--- config.mk ---
export PLATFORM = sky130hd
export DESIGN_NAME = alu_sequencer_flat
export DESIGN_NICKNAME = d
export VERILOG_FILES = /design/src/rtl/ez8_pkg.sv /design/src/rtl/alu_sequencer_if.sv /design/src/rtl/alu_sequencer_rf_read_timer.sv /design/src/rtl/alu_sequencer.sv /design/src/flat_wrapper.sv
export SDC_FILE = /design/constraint.sdc
export NUM_CORES = 1
export LEC_CHECK = 0
export BUFFER_PORTS_ARGS = -buffer_cell sky130_fd_sc_hd__buf_2
export CORE_ASPECT_RATIO = 1.5
export CORE_MARGIN = 2
export CORE_UTILIZATION = 27
export DETAILED_ROUTE_END_ITERATION = 6
export MAX_ROUTING_LAYER = met4
export REMOVE_ABC_BUFFERS = 1
export SLEW_MARGIN = 25
export SYNTH_ARGS = -nofsm -noshare
export SYNTH_HDL_FRONTEND = slang
export SYNTH_SLANG_ARGS = --single-unit
--- constraint.sdc ---
create_clock -name clk -period 2.2 [get_ports clk]
set_input_delay 0.44 -clock clk [delete_from_list [all_inputs] [get_ports clk]]
set_output_delay 0.44 -clock clk [all_outputs]
set_load 0.02 [all_outputs]
--- src/rtl/ez8_pkg.sv ---
// Shared ez8 execute-stage definitions: sequencer state encoding, STATUS bit positions, opcode width.
package ez8_pkg;
    localparam int OPCODE_W = 4;

    localparam int STAT_Z   = 0;
    localparam int STAT_C   = 1;
    localparam int STAT_GIE = 2;

    typedef enum logic [2:0] {
        ST_IDLE  = 3'd0,
        ST_READ  = 3'd1,
        ST_WAIT  = 3'd2,
        ST_EXEC  = 3'd3,
        ST_WRITE = 3'd4
    } seq_state_t;
endpackage

--- src/rtl/alu_sequencer_if.sv ---
// Decoded-instruction handshake into the execute stage; the decoder is master, the sequencer is slave.
interface alu_sequencer_if
    import ez8_pkg::*;
#(
    parameter int ADDR_W = 5
);
    logic                in_valid;
    logic                in_ready;
    logic [OPCODE_W-1:0] in_opcode;
    logic [7:0]          in_operand;
    logic [2:0]          in_selector;
    logic                in_direction;
    logic [ADDR_W-1:0]   in_addr;

    modport master (output in_valid, in_opcode, in_operand, in_selector, in_direction, in_addr,
                    input  in_ready);
    modport slave  (input  in_valid, in_opcode, in_operand, in_selector, in_direction, in_addr,
                    output in_ready);
endinterface

--- src/rtl/alu_sequencer_rf_read_timer.sv ---
// Counts register-file read latency from the read strobe; done is high in the cycle rf_rdata is valid.
// RD_LAT cycles after start; no backpressure, a new start restarts the count.
module rf_read_timer #(
    parameter int RD_LAT = 1
) (
    input  logic clk,
    input  logic reset_n,
    input  logic start,
    output logic done
);
    localparam logic [1:0] LAT = 2'(RD_LAT);

    logic [1:0] cnt;

    always_ff @(posedge clk or negedge reset_n) begin
        if (!reset_n) begin
            cnt <= 2'd0;
        end else if (start) begin
            cnt <= 2'd1;
        end else if (cnt != 2'd0 && cnt != LAT) begin
            cnt <= cnt + 2'd1;
        end else begin
            cnt <= 2'd0;
        end
    end

    assign done = (cnt == LAT);
endmodule

--- src/rtl/alu_sequencer.sv ---
// ez8 execute-stage controller: operand fetch, ALU drive, accumulator/STATUS ownership, write-back, skip and irq entry.
// Accept-to-ready 2+RD_LAT cycles (more with write-back); one instruction in flight, in_ready low while busy.
module alu_sequencer
    import ez8_pkg::*;
#(
    parameter int ADDR_W = 5,
    parameter int RD_LAT = 1
) (
    input  logic                clk,
    input  logic                reset_n,
    alu_sequencer_if.slave      ib,
    output logic [ADDR_W-1:0]   rf_raddr,
    input  logic [7:0]          rf_rdata,
    output logic                rf_re,
    output logic [ADDR_W-1:0]   rf_waddr,
    output logic [7:0]          rf_wdata,
    output logic                rf_we,
    input  logic                rf_wack,
    output logic [OPCODE_W-1:0] alu_opcode,
    output logic [7:0]          alu_operand,
    output logic [2:0]          alu_selector,
    output logic                alu_direction,
    output logic [7:0]          alu_regvalue,
    output logic [7:0]          alu_accum,
    output logic                alu_cin,
    input  logic [7:0]          alu_result,
    input  logic                alu_accum_write,
    input  logic                alu_reg_write,
    input  logic                alu_z_write,
    input  logic                alu_zout,
    input  logic                alu_c_write,
    input  logic                alu_cout,
    input  logic                alu_gie_write,
    input  logic                alu_gieout,
    input  logic                alu_skip,
    input  logic                irq,
    output logic                irq_take,
    output logic [7:0]          accum,
    output logic [2:0]          status,
    output logic                busy
);
    seq_state_t state_q, state_d;

    logic [OPCODE_W-1:0] op_q;
    logic [7:0]          operand_q, regval_q, accum_q, wdata_q;
    logic [2:0]          sel_q, flags_q;
    logic                dir_q, skip_q, alive_q, rd_done, ready, accept;
    logic [ADDR_W-1:0]   addr_q, waddr_q;

    rf_read_timer #(.RD_LAT(RD_LAT)) u_rd_timer (
        .clk     (clk),
        .reset_n (reset_n),
        .start   (rf_re),
        .done    (rd_done)
    );

    always_ff @(posedge clk or negedge reset_n) begin
        if (!reset_n) state_q <= ST_IDLE;
        else          state_q <= state_d;
    end

    always_comb begin
        state_d = state_q;
        case (state_q)
            ST_IDLE:  if (accept && !skip_q) state_d = ST_READ;
            ST_READ:  state_d = rd_done ? ST_EXEC : ST_WAIT;
            ST_WAIT:  if (rd_done) state_d = ST_EXEC;
            ST_EXEC:  state_d = alu_reg_write ? ST_WRITE : ST_IDLE;
            ST_WRITE: if (rf_wack) state_d = ST_IDLE;
            default:  state_d = ST_IDLE;
        endcase
    end

    // alive_q keeps in_ready low while reset is asserted and for the first cycle after release
    always_comb begin
        ready    = 1'b0;
        irq_take = 1'b0;
        rf_re    = 1'b0;
        rf_raddr = addr_q;
        if (state_q == ST_IDLE) begin
            irq_take = irq && flags_q[STAT_GIE];
            ready    = alive_q && !irq_take;
            rf_raddr = ib.in_addr;
            rf_re    = ib.in_valid && ready && !skip_q;
        end
        rf_we = (state_q == ST_WRITE);
        busy  = (state_q != ST_IDLE);
    end

    assign ib.in_ready = ready;
    assign accept      = ib.in_valid && ready;

    always_ff @(posedge clk or negedge reset_n) begin
        if (!reset_n) begin
            alive_q   <= 1'b0;
            op_q      <= '0;
            operand_q <= '0;
            sel_q     <= '0;
            dir_q     <= 1'b0;
            addr_q    <= '0;
            regval_q  <= '0;
            accum_q   <= '0;
            flags_q   <= '0;
            skip_q    <= 1'b0;
            waddr_q   <= '0;
            wdata_q   <= '0;
        end else begin
            alive_q <= 1'b1;
            if (irq_take) flags_q[STAT_GIE] <= 1'b0;
            if (accept) begin
                if (skip_q) begin
                    skip_q <= 1'b0;
                end else begin
                    op_q      <= ib.in_opcode;
                    operand_q <= ib.in_operand;
                    sel_q     <= ib.in_selector;
                    dir_q     <= ib.in_direction;
                    addr_q    <= ib.in_addr;
                end
            end
            if ((state_q == ST_READ || state_q == ST_WAIT) && rd_done) regval_q <= rf_rdata;
            if (state_q == ST_EXEC) begin
                if (alu_z_write)     flags_q[STAT_Z]   <= alu_zout;
                if (alu_c_write)     flags_q[STAT_C]   <= alu_cout;
                if (alu_gie_write)   flags_q[STAT_GIE] <= alu_gieout;
                if (alu_accum_write) accum_q           <= alu_result;
                skip_q <= alu_skip;
                if (alu_reg_write) begin
                    wdata_q <= alu_result;
                    waddr_q <= addr_q;
                end
            end
        end
    end

    assign rf_waddr      = waddr_q;
    assign rf_wdata      = wdata_q;
    assign alu_opcode    = op_q;
    assign alu_operand   = operand_q;
    assign alu_selector  = sel_q;
    assign alu_direction = dir_q;
    assign alu_regvalue  = regval_q;
    assign alu_accum     = accum_q;
    assign alu_cin       = flags_q[STAT_C];
    assign accum         = accum_q;
    assign status        = flags_q;
endmodule

--- src/flat_wrapper.sv ---
// flat-port wrapper written by rule: the top's interface ports become plain ports
module alu_sequencer_flat import ez8_pkg::*;
#(
    parameter int ADDR_W = 5,
    parameter int RD_LAT = 1
)
  (clk, reset_n, rf_raddr, rf_rdata, rf_re, rf_waddr, rf_wdata, rf_we, rf_wack, alu_opcode, alu_operand, alu_selector, alu_direction, alu_regvalue, alu_accum, alu_cin, alu_result, alu_accum_write, alu_reg_write, alu_z_write, alu_zout, alu_c_write, alu_cout, alu_gie_write, alu_gieout, alu_skip, irq, irq_take, accum, status, busy, ib_in_valid, ib_in_opcode, ib_in_operand, ib_in_selector, ib_in_direction, ib_in_addr, ib_in_ready);
  alu_sequencer_if #(.ADDR_W(ADDR_W)) ib_i ();
  input  logic clk;
  input  logic reset_n;
  output logic [ADDR_W-1:0] rf_raddr;
  input  logic [7:0] rf_rdata;
  output logic rf_re;
  output logic [ADDR_W-1:0] rf_waddr;
  output logic [7:0] rf_wdata;
  output logic rf_we;
  input  logic rf_wack;
  output logic [OPCODE_W-1:0] alu_opcode;
  output logic [7:0] alu_operand;
  output logic [2:0] alu_selector;
  output logic alu_direction;
  output logic [7:0] alu_regvalue;
  output logic [7:0] alu_accum;
  output logic alu_cin;
  input  logic [7:0] alu_result;
  input  logic alu_accum_write;
  input  logic alu_reg_write;
  input  logic alu_z_write;
  input  logic alu_zout;
  input  logic alu_c_write;
  input  logic alu_cout;
  input  logic alu_gie_write;
  input  logic alu_gieout;
  input  logic alu_skip;
  input  logic irq;
  output logic irq_take;
  output logic [7:0] accum;
  output logic [2:0] status;
  output logic busy;
  input wire logic [$bits(ib_i.in_valid)-1:0] ib_in_valid;
  input wire logic [$bits(ib_i.in_opcode)-1:0] ib_in_opcode;
  input wire logic [$bits(ib_i.in_operand)-1:0] ib_in_operand;
  input wire logic [$bits(ib_i.in_selector)-1:0] ib_in_selector;
  input wire logic [$bits(ib_i.in_direction)-1:0] ib_in_direction;
  input wire logic [$bits(ib_i.in_addr)-1:0] ib_in_addr;
  output wire logic [$bits(ib_i.in_ready)-1:0] ib_in_ready;
  assign ib_i.in_valid = ib_in_valid;
  assign ib_i.in_opcode = ib_in_opcode;
  assign ib_i.in_operand = ib_in_operand;
  assign ib_i.in_selector = ib_in_selector;
  assign ib_i.in_direction = ib_in_direction;
  assign ib_i.in_addr = ib_in_addr;
  assign ib_in_ready = ib_i.in_ready;
  alu_sequencer #(.ADDR_W(ADDR_W), .RD_LAT(RD_LAT)) u_core (.clk(clk), .reset_n(reset_n), .ib(ib_i), .rf_raddr(rf_raddr), .rf_rdata(rf_rdata), .rf_re(rf_re), .rf_waddr(rf_waddr), .rf_wdata(rf_wdata), .rf_we(rf_we), .rf_wack(rf_wack), .alu_opcode(alu_opcode), .alu_operand(alu_operand), .alu_selector(alu_selector), .alu_direction(alu_direction), .alu_regvalue(alu_regvalue), .alu_accum(alu_accum), .alu_cin(alu_cin), .alu_result(alu_result), .alu_accum_write(alu_accum_write), .alu_reg_write(alu_reg_write), .alu_z_write(alu_z_write), .alu_zout(alu_zout), .alu_c_write(alu_c_write), .alu_cout(alu_cout), .alu_gie_write(alu_gie_write), .alu_gieout(alu_gieout), .alu_skip(alu_skip), .irq(irq), .irq_take(irq_take), .accum(accum), .status(status), .busy(busy));
endmodule
## Word level (Yosys, flattened, before mapping)

Cells that the tools add are included.

| storage, ports and cells | value |
|---|---|
| bits of input ports | 51 |
| bits in read-only memories | 0 |
| bits in writable memories | 0 |
| memories kept | 0 |
| bits in latches | 0 |
| output and inout bits | 67 |
| register bits after elaboration | 60 |

| operators by class | value |
|---|---|
| eq/ne operators | 9 |
| divide/modulo/power cells | 0 |
| shift operators | 0 |
| bitwise gates (word level) | 1 |
| multiply operators | 0 |
| order comparisons | 0 |
| muxes and demuxes | 19 |
| add/subtract/negate cells | 1 |
| reduce and logical (&&, ||, !) cells | 21 |

Operators by type and width:

| operator | number |
|---|---|
| $mux 3 | 5 |
| $pmux 3 s5 | 1 |
| $mux 1 | 10 |
| $reduce_and 2->1 | 5 |
| $logic_and 1x1->1 | 8 |
| $ne 2x1->1 const B | 4 |
| $eq 3x2->1 const B | 2 |
| $mux 5 | 1 |
| $mux 2 | 2 |
| $reduce_bool 2->1 | 2 |
| $eq 3x1->1 const B | 1 |
| $eq 3x3->1 const B | 1 |
| $logic_not 3->1 | 1 |
| $reduce_and 3->1 | 1 |
| $reduce_bool 3->1 | 1 |
| $add 2x1->2 const B | 1 |
| $eq 2x1->1 const B | 1 |
| $logic_not 1->1 | 2 |
| $logic_or 1x1->1 | 1 |
| $not 1->1 | 1 |

## Logic depth before layout (Yosys ltp)

Gate-level depths: netlist (run 1).

| depth | value |
|---|---|
| depth after elaboration | 8 |
| depth in mapped cells | 5 |

## Hierarchy

From an unflattened synthesis (run 1), not the netlist that was laid out.

| second synthesis, totals | value |
|---|---|
| cells, all modules | 174 |
| area total of the unflattened synthesis | 2552.4 µm² |

Modules (own cells, without submodules):

| module | times used | cells an instance | area an instance (µm²) |
|---|---|---|---|
| alu_sequencer | 1 | 168 | 2469.9 |
| rf_read_timer | 1 | 6 | 82.6 |

## Worst setup path after synthesis (run 1)

No wires, ideal clock.

| timing path | value |
|---|---|
| path type | register -> output |
| start point | register u_core.state_q[1] |
| end point | output port irq_take |
| stages on the path, launching flop included | 4 |
| arrival | 1417 ps |
| setup slack | 343 ps |
| cells stage by stage | dfrtp_1 > nor3_2 > inv_1 > nor2_1 |

| on the way | value |
|---|---|
| longest elaborated chain between the ends | 2 |

RTL lines:

| what | line | source |
|---|---|---|
| start: declaration | alu_sequencer.sv:42 | `seq_state_t state_q, state_d;` |
| start signal: assignment | alu_sequencer.sv:59 | `else state_q <= state_d;` |
| $logic_not 3->1 | alu_sequencer.sv:80 | `if (state_q == ST_IDLE) begin` |
| $mux 1 | alu_sequencer.sv:80 |  |
| end: declaration | flat_wrapper.sv:36 | `output logic irq_take;` |

Every way passes these cells.

## Final worst setup path (run 1)

| timing path | value |
|---|---|
| start point | register u_core.state_q[1] |
| end point | output port rf_raddr[4] |

| on the way | value |
|---|---|
| longest elaborated chain between the ends | 2 |

RTL lines:

| what | line | source |
|---|---|---|
| $logic_not 3->1 | alu_sequencer.sv:80 |  |
| $mux 5 | alu_sequencer.sv:80 |  |
| end: declaration | flat_wrapper.sv:11 | `output logic [ADDR_W-1:0] rf_raddr;` |

Every way passes these cells.

==> metrics list, run 1 <==
- Share of cells above drive strength 1: between 60 and 70%
* # rows: 43
- Once layout is done, the placed cells without fillers occupy approximately 3500 µm².
- TritonCTS built the clock tree.
- Signed area change from the synthesized netlist to the final layout: 37.75%
* Peak supply drop: between 0.6 and 0.7 mV
- CP Max Fanout: 7
- Power spread over the standard cell area amounts to ~1700 nW/µm².
- Number of levels the H-tree was split into: 3
* Buffers plus inverters on the worst setup path: 3
- The synthesized netlist occupies a cell area of 2542 µm².
- For this run, design rule violations remaining after detail routing come to 0.
* Final Setup Violations: 0
- Global routing used a little under an eighth of the available tracks.
* Number of sinks driven by the clock tree: 60
- Cells fill a little under two fifths of the core in the end.
- Leaving out filler cells and counting taps, the final layout contains approximately 410.
- Fillers: 895
* Hold slack: 0.1149 ns
- Clock buffers created by TritonCTS: 9
- Critical path's largest stage delay: ~0.46 ns
* Most common cell type on the critical path: nand2_1
- After floorplanning, the core was sized to cover between 9000 and 10,000 µm².
- The run finished with clean final reports.
- Maximum root-to-sink buffer count: 2
* Total of max-cap violations: 0
- DP Area: between 3000 and 4000 µm²
- between 100 and 150 I/O pins were placed.
- Required @ worst endpoint: about 1.8 ns
* First-pass GRT wire length: 8.507 mm
- In this run, post-CTS hold repair placed 0 buffers.
- After clock tree synthesis, the clock-pin slew on the worst setup and hold paths is 0.05 ns.
- Min-Delay Path Class: in -> async
- Initial core utilization: between 20% and 30%
- The number of antenna violations at the first check in global routing was 0.
- In this run, synthesis produced a sequential element count of 60.
* Critical path endpoint category: output port
* Drt total wl: ~5.5 mm
- Based on the critical path, the design can be clocked at up to ~0.48 GHz.
* Chip Height: 122.8 µm
* Vias post-DR: between 1,500 and 2,000
- The critical path is of the reg -> out type.
* Vias per inst: 4.298
- Fin Clk Skew: 0.004216 ns
- Ordered cell list for the critical path: nor3_4 > buf_4 > inv_1 > nand2_1 > nand2_1 > buf_2
* Post-route fraction of the period consumed by the critical path: 94.06%
- Antenna violation net count after detailed routing: 0
- STA classifies the critical path startpoint as a flip-flop.
* Lkg Pwr: between 1.5 and 2 nW
- On the critical path, the stage with the largest delay is an instance of dfrtp_2.
- At the worst endpoint, the arrival time is between 1.5 and 2 ns.
- Pin count of the biggest net entering global routing: between 60 and 70
* HPWL after DPL: about 4.0 mm
* Count of TritonRoute iterations in the first routing pass: 4
- Routability-driven placement finished with a final weighted congestion of roughly 0.67.
* Number of hold violations in the final report: 0
- Of the synthesized area, sequential elements account for around three fifths.
- The clock reaches the later pin of the worst-skew pair after 0.32 ns.
- The total overflow left after global routing is 0.
* Final number of max-transition violations: 0
- Clock period minus worst slack: between 2 and 2.5 ns
* Die W: around 83 µm
* Diodes inserted: 0
* Die outline area: between 10,000 and 15,000 µm²
- Final net count: approximately 340
- CTS root buf: clkbuf_16
* Number of violations reported at the end of detailed-routing iteration 0: 36
* Instance count of the mapped netlist: around 170
* # port buffers: between 100 and 150
* Aggregate negative setup slack: 0 ns
- Synthesized area divided by synthesized cell count: around 15 µm²
* Detail-routed net length per standard cell: 13.33 µm
* Number of global-route vias before repair: roughly 1,800
- Yosys printed 0 warnings.
- Including well taps, the total number of placed cells is roughly 390.
- Setup repair after global routing missed its margin: false
- Synthesis instantiated 26 different standard cells from the library.
- On the critical path the largest part of the delay comes from flip-flops.
[cells by family after synthesis]
logic type,after synthesis,share of synthesized area (%)
DFF,60,59.06
muxes,52,25.39
and+or+nand+nor,34,8.416
buffers and inverters,18,5.020
AOI/OAI and AO/OA,6,1.624
xor gates and xnor gates,1,0.3446
other,1,0.1475
[layer usage]
layer / part of all wire [%] / vias up / global-route usage, %
met5: 0 / - / -
met4: 2.4 / 0 / 6.762
met3: 7.7 / 11 / 4.035
met2: 50 / 78 / 18.15
met1: 39 / 847 / 12.21
li1: - / 822 / -
[power by group]
group          internal [mW]  switching, mW
Clock                  0.864          0.465
Combinational           1.14           1.45
Sequential              1.63          0.309
[registers in the layout (all words and copies together), names as in the netlist]
| signal | cells |
|---|---|
| u_core.status | 3 |
| u_core.alu_regvalue | 8 |
| u_core.alive_q | 1 |
| u_core.rf_wdata | 8 |
| u_core.alu_operand | 8 |
| u_core.alu_selector | 3 |
| u_core.rf_waddr | 5 |
| u_core.alu_direction | 1 |
| u_core.state_q | 3 |
| u_core.skip_q | 1 |
| u_core.u_rd_timer.cnt | 2 |
| u_core.alu_opcode | 4 |
| u_core.accum | 8 |
| u_core.addr_q | 5 |
[cell type report]
class	instances	area, µm²	area share [%]
flip-flops and latches	60	1504	42.94
well taps	112	140.1	4.001
inverters	5	18.77	0.5359
clock buffers	10	229.0	6.538
multi-input cells	94	919.6	26.26
clock inverters	6	55.05	1.572
repair buffers	122	635.6	18.15
[Yosys cell counts, drive strengths merged]
| cell type | count | area [µm²] |
|---|---|---|
| and3b | 1 | 8.760 |
| buf | 13 | 108.9 |
| nand4 | 2 | 27.53 |
| a31o | 1 | 8.760 |
| a21oi | 1 | 5.000 |
| nor4 | 1 | 21.27 |
| mux2 | 52 | 645.6 |
| nor2 | 2 | 7.510 |
| conb | 1 | 3.750 |
| a221oi | 1 | 8.760 |
| nand3 | 1 | 5.000 |
| dfrtp | 60 | 1501 |
| nand4b | 1 | 23.77 |
| a22o | 1 | 8.760 |
| inv | 5 | 18.77 |
| nor2b | 2 | 12.51 |
| nor3b | 1 | 7.510 |
| xor2 | 1 | 8.760 |
| and3 | 1 | 6.260 |
| o21ai | 2 | 10.01 |
| nand2 | 21 | 83.83 |
| nor3 | 1 | 10.01 |
[through the flow]
stage          worst slack [ns]  power (mW)
2_1_floorplan            0.3004       3.628
3_3_place_gp             0.4193       4.521
3_5_place_dp             0.3718       4.571
4_1_cts                 0.01621       5.950
5_1_grt                 0.01079       6.219
6_report                 0.1306       5.854
[cells in the final DEF (no fill, tap or decap), types with 2 or more instances in the layout]
cell / count
buf_2: 117
dfrtp_1: 58
mux2_2: 36
nand2_1: 19
mux2_4: 16
clkbuf_16: 9
inv_1: 5
clkinv_2: 5
buf_4: 4
o21ai_0: 2
nor2_1: 2
nand2_2: 2
nor2b_1: 2
dfrtp_2: 2
[worst reg2reg max path, delay by kind of cell, from the launching register on]
family	cells	cell delay (ns)
simple gates	2	0.54
mux	1	0.32
buf+inv	1	0.26
flops	1	0.46
[repair_timing]
item,4_1_cts,5_1_grt
resized for setup,0,3
setup endpoints to repair,0,6
buffers inserted,0,0
[final timing paths]
kind	slack, ns	startpoint	depth (start not counted)	end
worst max-delay path	0.13	u_core.state_q[1]	6	rf_raddr[4]
worst min-delay path	0.11	reset_n	2	u_core.accum[3]
worst max register to register	0.51	u_core.state_q[1]	4	u_core.addr_q[1]
worst min register to register	0.50	u_core.rf_wdata[6]	1	u_core.rf_wdata[6]
max in group asynchronous	1.79	reset_n	2	u_core.state_q[1]
min in group clk	0.31	rf_wack	2	u_core.state_q[2]
Power figures use the tool's default switching activity.
==> run 2: changes to the inputs <==
--- a/config.mk
+++ b/config.mk
@@ -11,6 +11,7 @@
 export CORE_UTILIZATION = 27
 export DETAILED_ROUTE_END_ITERATION = 6
 export MAX_ROUTING_LAYER = met4
+export PLACE_DENSITY = 0.58
 export REMOVE_ABC_BUFFERS = 1
 export SLEW_MARGIN = 25
 export SYNTH_ARGS = -nofsm -noshare
==> metrics list, run 2 (synthesis results as in run 1) <==
* Result of the run: completed
* # IOs: 118 (unchanged)
- Min-Delay Path Class: in -> async
* Final number of max-transition violations: 0 (unchanged)
- Initial antenna violation count: 0 (unchanged)
* Finished layout cell area: 3451 µm² (-1.5%)
* Most common cell type on the critical path: nand2_1
* Setup Fix Bufs, Post-CTS: 0 (unchanged)
- Detail-routed net length per standard cell: 13.88 µm (+4.1%)
* Number of global-route vias before repair: 1,819 (+3.9%)
- Fraction of power consumed by combinational cells: 45.3% (+1.1 points)
- Transition time of the tightest slew-check pin: just over 0.5 ns
* Final Total Pwr: 5.672 mW (-3.1%)
* Total of max-cap violations: 0 (unchanged)
- The highest achievable clock rate came to 0.4874 GHz (+0.85%).
- Peak supply drop: 0.6704 mV (+1.1%)
- The number of buffers on the longest clock path is 2 (unchanged).
* Antenna violation net count after detailed routing: 0 (unchanged)
- The count of endpoints failing hold in the final timing report is 0 (unchanged).
* HPWL after DPL: 4.144 mm (+3.8%)
- Reg-to-reg endpoint: u_core.rf_waddr[2]
* Required @ worst endpoint: 1.76 ns (about the same)
* Clock network latency to the later pin of the worst-skew pair: 0.32 ns (about the same)
* Initial core utilization: 27.63% (unchanged)
- Critical path's largest stage delay: 0.44 ns (-0.02 ns)
- CP max-delay cell: dfrtp_2
- The total of endpoints with negative setup slack in the final report came to 0 (unchanged).
- The core area was 9200 µm² (unchanged).
- The top cell types in the final layout, fill and taps aside, are buf_2, dfrtp_1, mux2_2, nand2_1, mux2_4.
- Fillers: 906 (+1.2%)
- Depth of the worst register-to-register path: 3 (-1)
- The width of the chip is 83.23 µm (unchanged).
* Switching part of the total power: 38.29% (+0.32 points)
- Worst flop-to-flop path startpoint: u_core.state_q[2]
* Post-route fraction of the period consumed by the critical path: 93.27% (-0.80 points)
- The time the final worst path needs with I/O delays and setup is 2.052 ns (-0.01751 ns).
* Chip Height: 122.8 µm (unchanged)
- The share of total power in sequential cells is 34.0% (+0.9 points).
* Internal power contribution: 3.501 mW (-3.6%)
- The clock slew at the register clock pins of the worst setup and hold paths came to 0.05 ns (about the same).
- Kind of cell adding the most delay to the critical path: buffers and inverters
- The power per cell area was 1644 nW/µm² (-1.7%).
- The total number of clock tree sinks was 60 (unchanged).
- The cell row count is 43 (unchanged).
* Reg2Reg Setup Slack: 0.47 ns (-0.04 ns)
* Pin count of the biggest net entering global routing: 41 (-33%)
* Ordered cell list for the critical path: nor3_2 > buf_4 > inv_1 > nand2_1 > nand2_1 > buf_2
- The reported net switching power is 2.172 mW (-2.3%).
- CP Max Fanout: 7 (unchanged)
- The aggregate negative setup slack was 0 ns (unchanged).
- Final net count: 343 (unchanged)
- The number of detailed-routing iterations run before antenna repair came to 4 (unchanged).
- The DRC violation count after routing is 0 (unchanged).
- The detailed-route vias per instance was 4.350 (+1.2%).
- The placement-stage cell area came to 3209 µm² (unchanged).
- The total number of vias came to 1,766 (+0.46%).
* Fin Clk Skew: 0.004453 ns (+0.0002376 ns)
- Setup repair after global routing left no endpoint under its margin.
- Startpoint type of the worst setup path: flip-flop
* Worst relative slew slack: between 60% and 70%
* Die outline area: 10,220 µm² (unchanged)
- # port buffers: 117 (unchanged)
- The global-route usage over all layers was 12.14% (+0.76 points).
* Share of cells above drive strength 1: 64.97% (-1.7 points)
- The number of diodes added for antenna fixing was 0 (unchanged).
- The last weighted congestion value of the routability-driven placer is 0.7295 (+8.9%).
- Signed area change from the synthesized netlist to the final layout: 35.73%
- The total wire length after detailed routing is 5.634 mm (+3.4%).
- The worst setup path is captured at an output port.
- The leftover overflow at the end of global routing came to 0 (unchanged).
- Buffers plus inverters on the worst setup path: 3 (unchanged)
- CTS tree: done
- Part of the total power dissipated in the clock network: 20.6% (-2.1 points)
- The arrival time reported for the critical path endpoint came to 1.61 ns (-0.02 ns).
* First-pass GRT wire length: 9.032 mm (+6.2%)
- The number of DRC markers after the initial detailed-route iteration was 42 (+17%).
- Worst setup path class: reg -> out
* Hold Buf Count CTS: 0 (unchanged)
- Leading cell type in the layout, fill and taps excluded: buf_2
* CTS root buf: clkbuf_16
- Lkg Pwr: 1.841 nW (-1.6%)
- The clock buffer count from CTS was 9 (unchanged).
* Number of levels the H-tree was split into: 3 (unchanged)
- Number of resized instances in the post-cts repair step: 0 (unchanged)
run 2: cell types whose count changed in the layout (fill, tap and decap cells not counted):
cell and delta:
bufinv_16 -1, clkbuf_1 +3, clkinv_2 -5, dfrtp_1 +1, dfrtp_2 -1, nor3_2 +1
nor3_4 -1
run 2: how the worst max path moves through the flow:
stage | from | endpoint | slack [ns] | depth (start not counted)
floorplan | u_core.state_q[1] | rf_re | 0.30 | 3
finish | u_core.state_q[1] | rf_raddr[4] | 0.15 | 6
detailed placement | u_core.state_q[2] | u_core.rf_waddr[2] | 0.41 | 3
global route | u_core.state_q[1] | rf_raddr[0] | 0.01 | 6
CTS | u_core.state_q[2] | rf_raddr[3] | 0.09 | 6
global placement | u_core.state_q[2] | u_core.rf_wdata[4] | 0.40 | 3
run 2: worst register-to-register path, cell delays in order (launching register included):
cell     delay, ns
dfrtp_1       0.46
and3b_1       0.46
nand2_2       0.33
mux2_2        0.37
run 2: through the flow:
step	utilization (%)	instances	setup WS, ns	hold WS (ns)
3_5_place_dp	34.88	393	0.4053	0.4468
4_1_cts	37.49	406	0.08918	0.09544
2_1_floorplan	-	159	0.3004	0.1444
5_1_grt	37.51	406	0.01164	0.1384
6_report	37.51	406	0.1481	0.09025
3_3_place_gp	34.88	393	0.4010	0.4402
run 2: routing by layer:
metal | vias up | GRT usage [%] | routed length, µm
met1 | 854 | 12.72 | 2261
li1 | 818 | - | -
met4 | 0 | 8.504 | 163
met5 | - | - | 0
met2 | 82 | 20.26 | 2838
met3 | 12 | 2.757 | 370
run 2: area by class of cell:
type,instances,area (µm²),area share [%]
flip-flops and latches,60,1503,43.55
well taps,112,140.1,4.061
inverters,5,18.77,0.5439
repair buffers,122,635.6,18.42
clock buffers,13,240.2,6.962
multi-input cells,94,913.4,26.47
run 2: power by group through the flow:
stage	registers [mW]	clock network [mW]	logic, mW
2_1_floorplan	2.58	0	1.05
3_3_place_gp	1.93	0	2.59
3_5_place_dp	1.94	0	2.61
4_1_cts	1.94	1.23	2.62
5_1_grt	2.00	1.28	2.75
6_report	1.93	1.17	2.57
==> run 3: changes to the inputs <==
--- a/config.mk
+++ b/config.mk
@@ -6,12 +6,14 @@
 export NUM_CORES = 1
 export LEC_CHECK = 0
 export BUFFER_PORTS_ARGS = -buffer_cell sky130_fd_sc_hd__buf_2
+export CELL_PAD_IN_SITES_DETAIL_PLACEMENT = 1
+export CELL_PAD_IN_SITES_GLOBAL_PLACEMENT = 1
 export CORE_ASPECT_RATIO = 1.5
 export CORE_MARGIN = 2
 export CORE_UTILIZATION = 27
 export DETAILED_ROUTE_END_ITERATION = 6
 export MAX_ROUTING_LAYER = met4
-export PLACE_DENSITY = 0.58
+export PLACE_DENSITY = 0.69
 export REMOVE_ABC_BUFFERS = 1
 export SLEW_MARGIN = 25
 export SYNTH_ARGS = -nofsm -noshare
==> metrics list, run 3 (synthesis results as in run 1) <==
- Transition time of the tightest slew-check pin: 0.6097 ns (+0.09536 ns)
- The number of nets with antenna violations after detailed routing is 0 (unchanged).
- The DRC violation count after routing was 0 (unchanged).
* Die W: 83.23 µm (unchanged)
- Lkg Pwr: 1.890 nW (+2.7%)
- Initial core utilization: 27.63% (unchanged)
- The maximum level of the CTS H-tree is 3 (unchanged).
- The cell sitting at the root of the clock tree is a clkbuf_16.
- The via count of the first global-routing pass is 1,952 (+7.3%).
* # IOs: 118 (unchanged)
- The pin count of the biggest net entering global routing is 36 (-12%).
* Power per cell area: 1659 nW/µm² (+0.95%)
* Final Setup Violations: 0 (unchanged)
- First-pass GRT wire length: 9.887 mm (+9.5%)
- Fillers: 1,034 (+14%)
- Clock network latency to the later pin of the worst-skew pair: 0.32 ns (about the same)
- Hold slack: 0.1294 ns (+0.03911 ns)
* Depth of the worst register-to-register path: 5 (+2)
- Leading cell type in the layout, fill and taps excluded: buf_2
- Relative to the synthesized area, the layout overhead comes to 39.17%.
* Final setup margin: 0.1482 ns (+0.00002100 ns)
- Setup repair after global routing missed its margin: false
* # port buffers: 117 (unchanged)
* FMAX: 0.4874 GHz (about the same)
* Maximum root-to-sink buffer count: 2 (unchanged)
- Fin Clk Skew: 0.003513 ns (-0.0009398 ns)
* Aggregate negative setup slack: 0 ns (unchanged)
- Global placer's final weighted congestion: 0.6752 (-7.4%)
- Clock buffers created by TritonCTS: 9 (unchanged)
- The area of the die came to 10,220 µm² (unchanged).
- Storage cell area: 1503 µm² (unchanged)
- The worst register-to-register path ends at u_core.alu_selector[0].
* DP Area: 3202 µm² (-0.23%)
- The fraction of final layout cells with drive strength greater than 1 is 66.34% (+1.4 points).
- Hold Buf Count CTS: 0 (unchanged)
- The die extent in y is 122.8 µm (unchanged).
- Vias post-DR: 1,826 (+3.4%)
* Worst flop-to-flop path startpoint: u_core.state_q[1]
- Required @ worst endpoint: 1.76 ns (about the same)
* Count of TritonRoute iterations in the first routing pass: 2 (-2)
- Aggregate global-route resource usage: 13.10% (+0.96 points)
- Result of the run: completed
- The worst-path maximum fanout is 7 (unchanged).
- Peak supply drop: 0.6033 mV (-10%)
* Drt total wl: 6.172 mm (+9.5%)
* Post-route fraction of the period consumed by the critical path: 93.27% (about the same)
- Met2 Usage GRT: 21.62% (+1.4 points)
- The estimated wirelength of the detail-placed design was 4.582 mm (+11%).
- Clk pin slew, worst setup/hold paths: 0.05 ns (about the same)
- The global-route met3 utilization came to 4.707% (+2.0 points).
- Number of sinks driven by the clock tree: 60 (unchanged)
* Most frequent cells in the layout: buf_2, dfrtp_1, mux2_2, nand2_1, mux2_4
- The arrival time reported for the critical path endpoint is 1.61 ns (about the same).
* CTS tree: done
- Min-Delay Path Class: in -> async
- The count of endpoints failing hold in the final timing report is 0 (unchanged).
* Vias per inst: 4.400 (+1.2%)
- Worst relative slew slack: 59.35% (-6.4 points)
- The number of diodes added for antenna fixing came to 0 (unchanged).
- Final number of max-transition violations: 0 (unchanged)
* Startpoint type of the worst setup path: flip-flop
* Total congestion overflow: 0 (unchanged)
- The number of DRC markers after the initial detailed-route iteration is 32 (-24%).
- Critical path endpoint category: output port
* Detail-routed net length per standard cell: 14.87 µm (+7.2%)
* Total of max-cap violations: 0 (unchanged)
* Met1 capacity usage during global routing: 14.22% (+1.5 points)
- The number of antenna violations at the first check in global routing came to 0 (unchanged).
- Worst setup path class: reg -> out
* Finished layout cell area: 3538 µm² (+2.5%)
* Busiest layer in global routing: met2
* # rows: 43 (unchanged)
- Placeable core area: 9200 µm² (unchanged)
- Area used by multi-input combinational logic: 913.4 µm² (unchanged)
- Clock period minus worst slack: 2.052 ns (-0.00002100 ns)
- Worst setup slack before clock tree synthesis: 0.3293 ns (-0.07604 ns)
- The worst reg-to-reg setup slack was 0.32 ns (-0.15 ns).
- Final net count: 349 (+1.7%)
[run 3: critical path, cell delays in order, from the launching register on]
cell and delay [ns]:
dfrtp_1 0.45, nor3_2 0.24, buf_4 0.16, inv_1 0.12
nand2_1 0.10, nand2_1 0.06, buf_2 0.15
[run 3: stage by stage]
stage / utilization [%] / power [mW] / instances
final: 38.46 / 5.872 / 415
after global routing: 38.46 / 6.242 / 415
after CTS: 37.88 / 5.949 / 408
after detailed placement: 34.80 / 4.599 / 392
after global placement: 34.80 / 4.510 / 392
after floorplan: - / 3.628 / 159
[run 3: where the power goes]
group | switching [mW] | internal (mW) | leakage, nW | total, mW
combinational | 1.47 | 1.16 | 1.02 | 2.63
clock | 0.451 | 0.852 | 0.140 | 1.30
sequential | 0.315 | 1.63 | 0.732 | 1.94
total | 2.24 | 3.64 | 1.89 | 5.87
[run 3: worst max path at each step]
stage,start,to,slack [ns],depth (start not counted)
after floorplan,u_core.state_q[1],rf_re,0.30,3
after global placement,u_core.state_q[2],u_core.rf_wdata[3],0.38,3
after detailed placement,u_core.state_q[2],u_core.rf_wdata[5],0.33,3
after CTS,u_core.state_q[2],rf_re,0.03,4
after global routing,u_core.state_q[1],rf_raddr[0],0.03,6
final,u_core.state_q[1],rf_raddr[0],0.15,6
[run 3: layer usage]
layer  wire length, µm  share of wire [%]
met1              2349                 38
met5                 0                  0
met4               101                1.6
met3               472                7.6
met2              3249                 53
[run 3: cell type report]
cell class | count | area share, %
sequential | 60 | 42.47
multi-input combinational | 94 | 25.81
timing repair buffer | 128 | 19.24
clock buffer | 15 | 7.850
tap | 112 | 3.960
inverter | 5 | 0.5304
clock inverter | 1 | 0.1414
[run 3: what timing repair did]
item | 4_1_cts | 5_1_grt
resized for setup | 0 | 1
setup buffers | 0 | 7
hold endpoints to repair | 0 | 0
setup endpoints to repair | 0 | 3
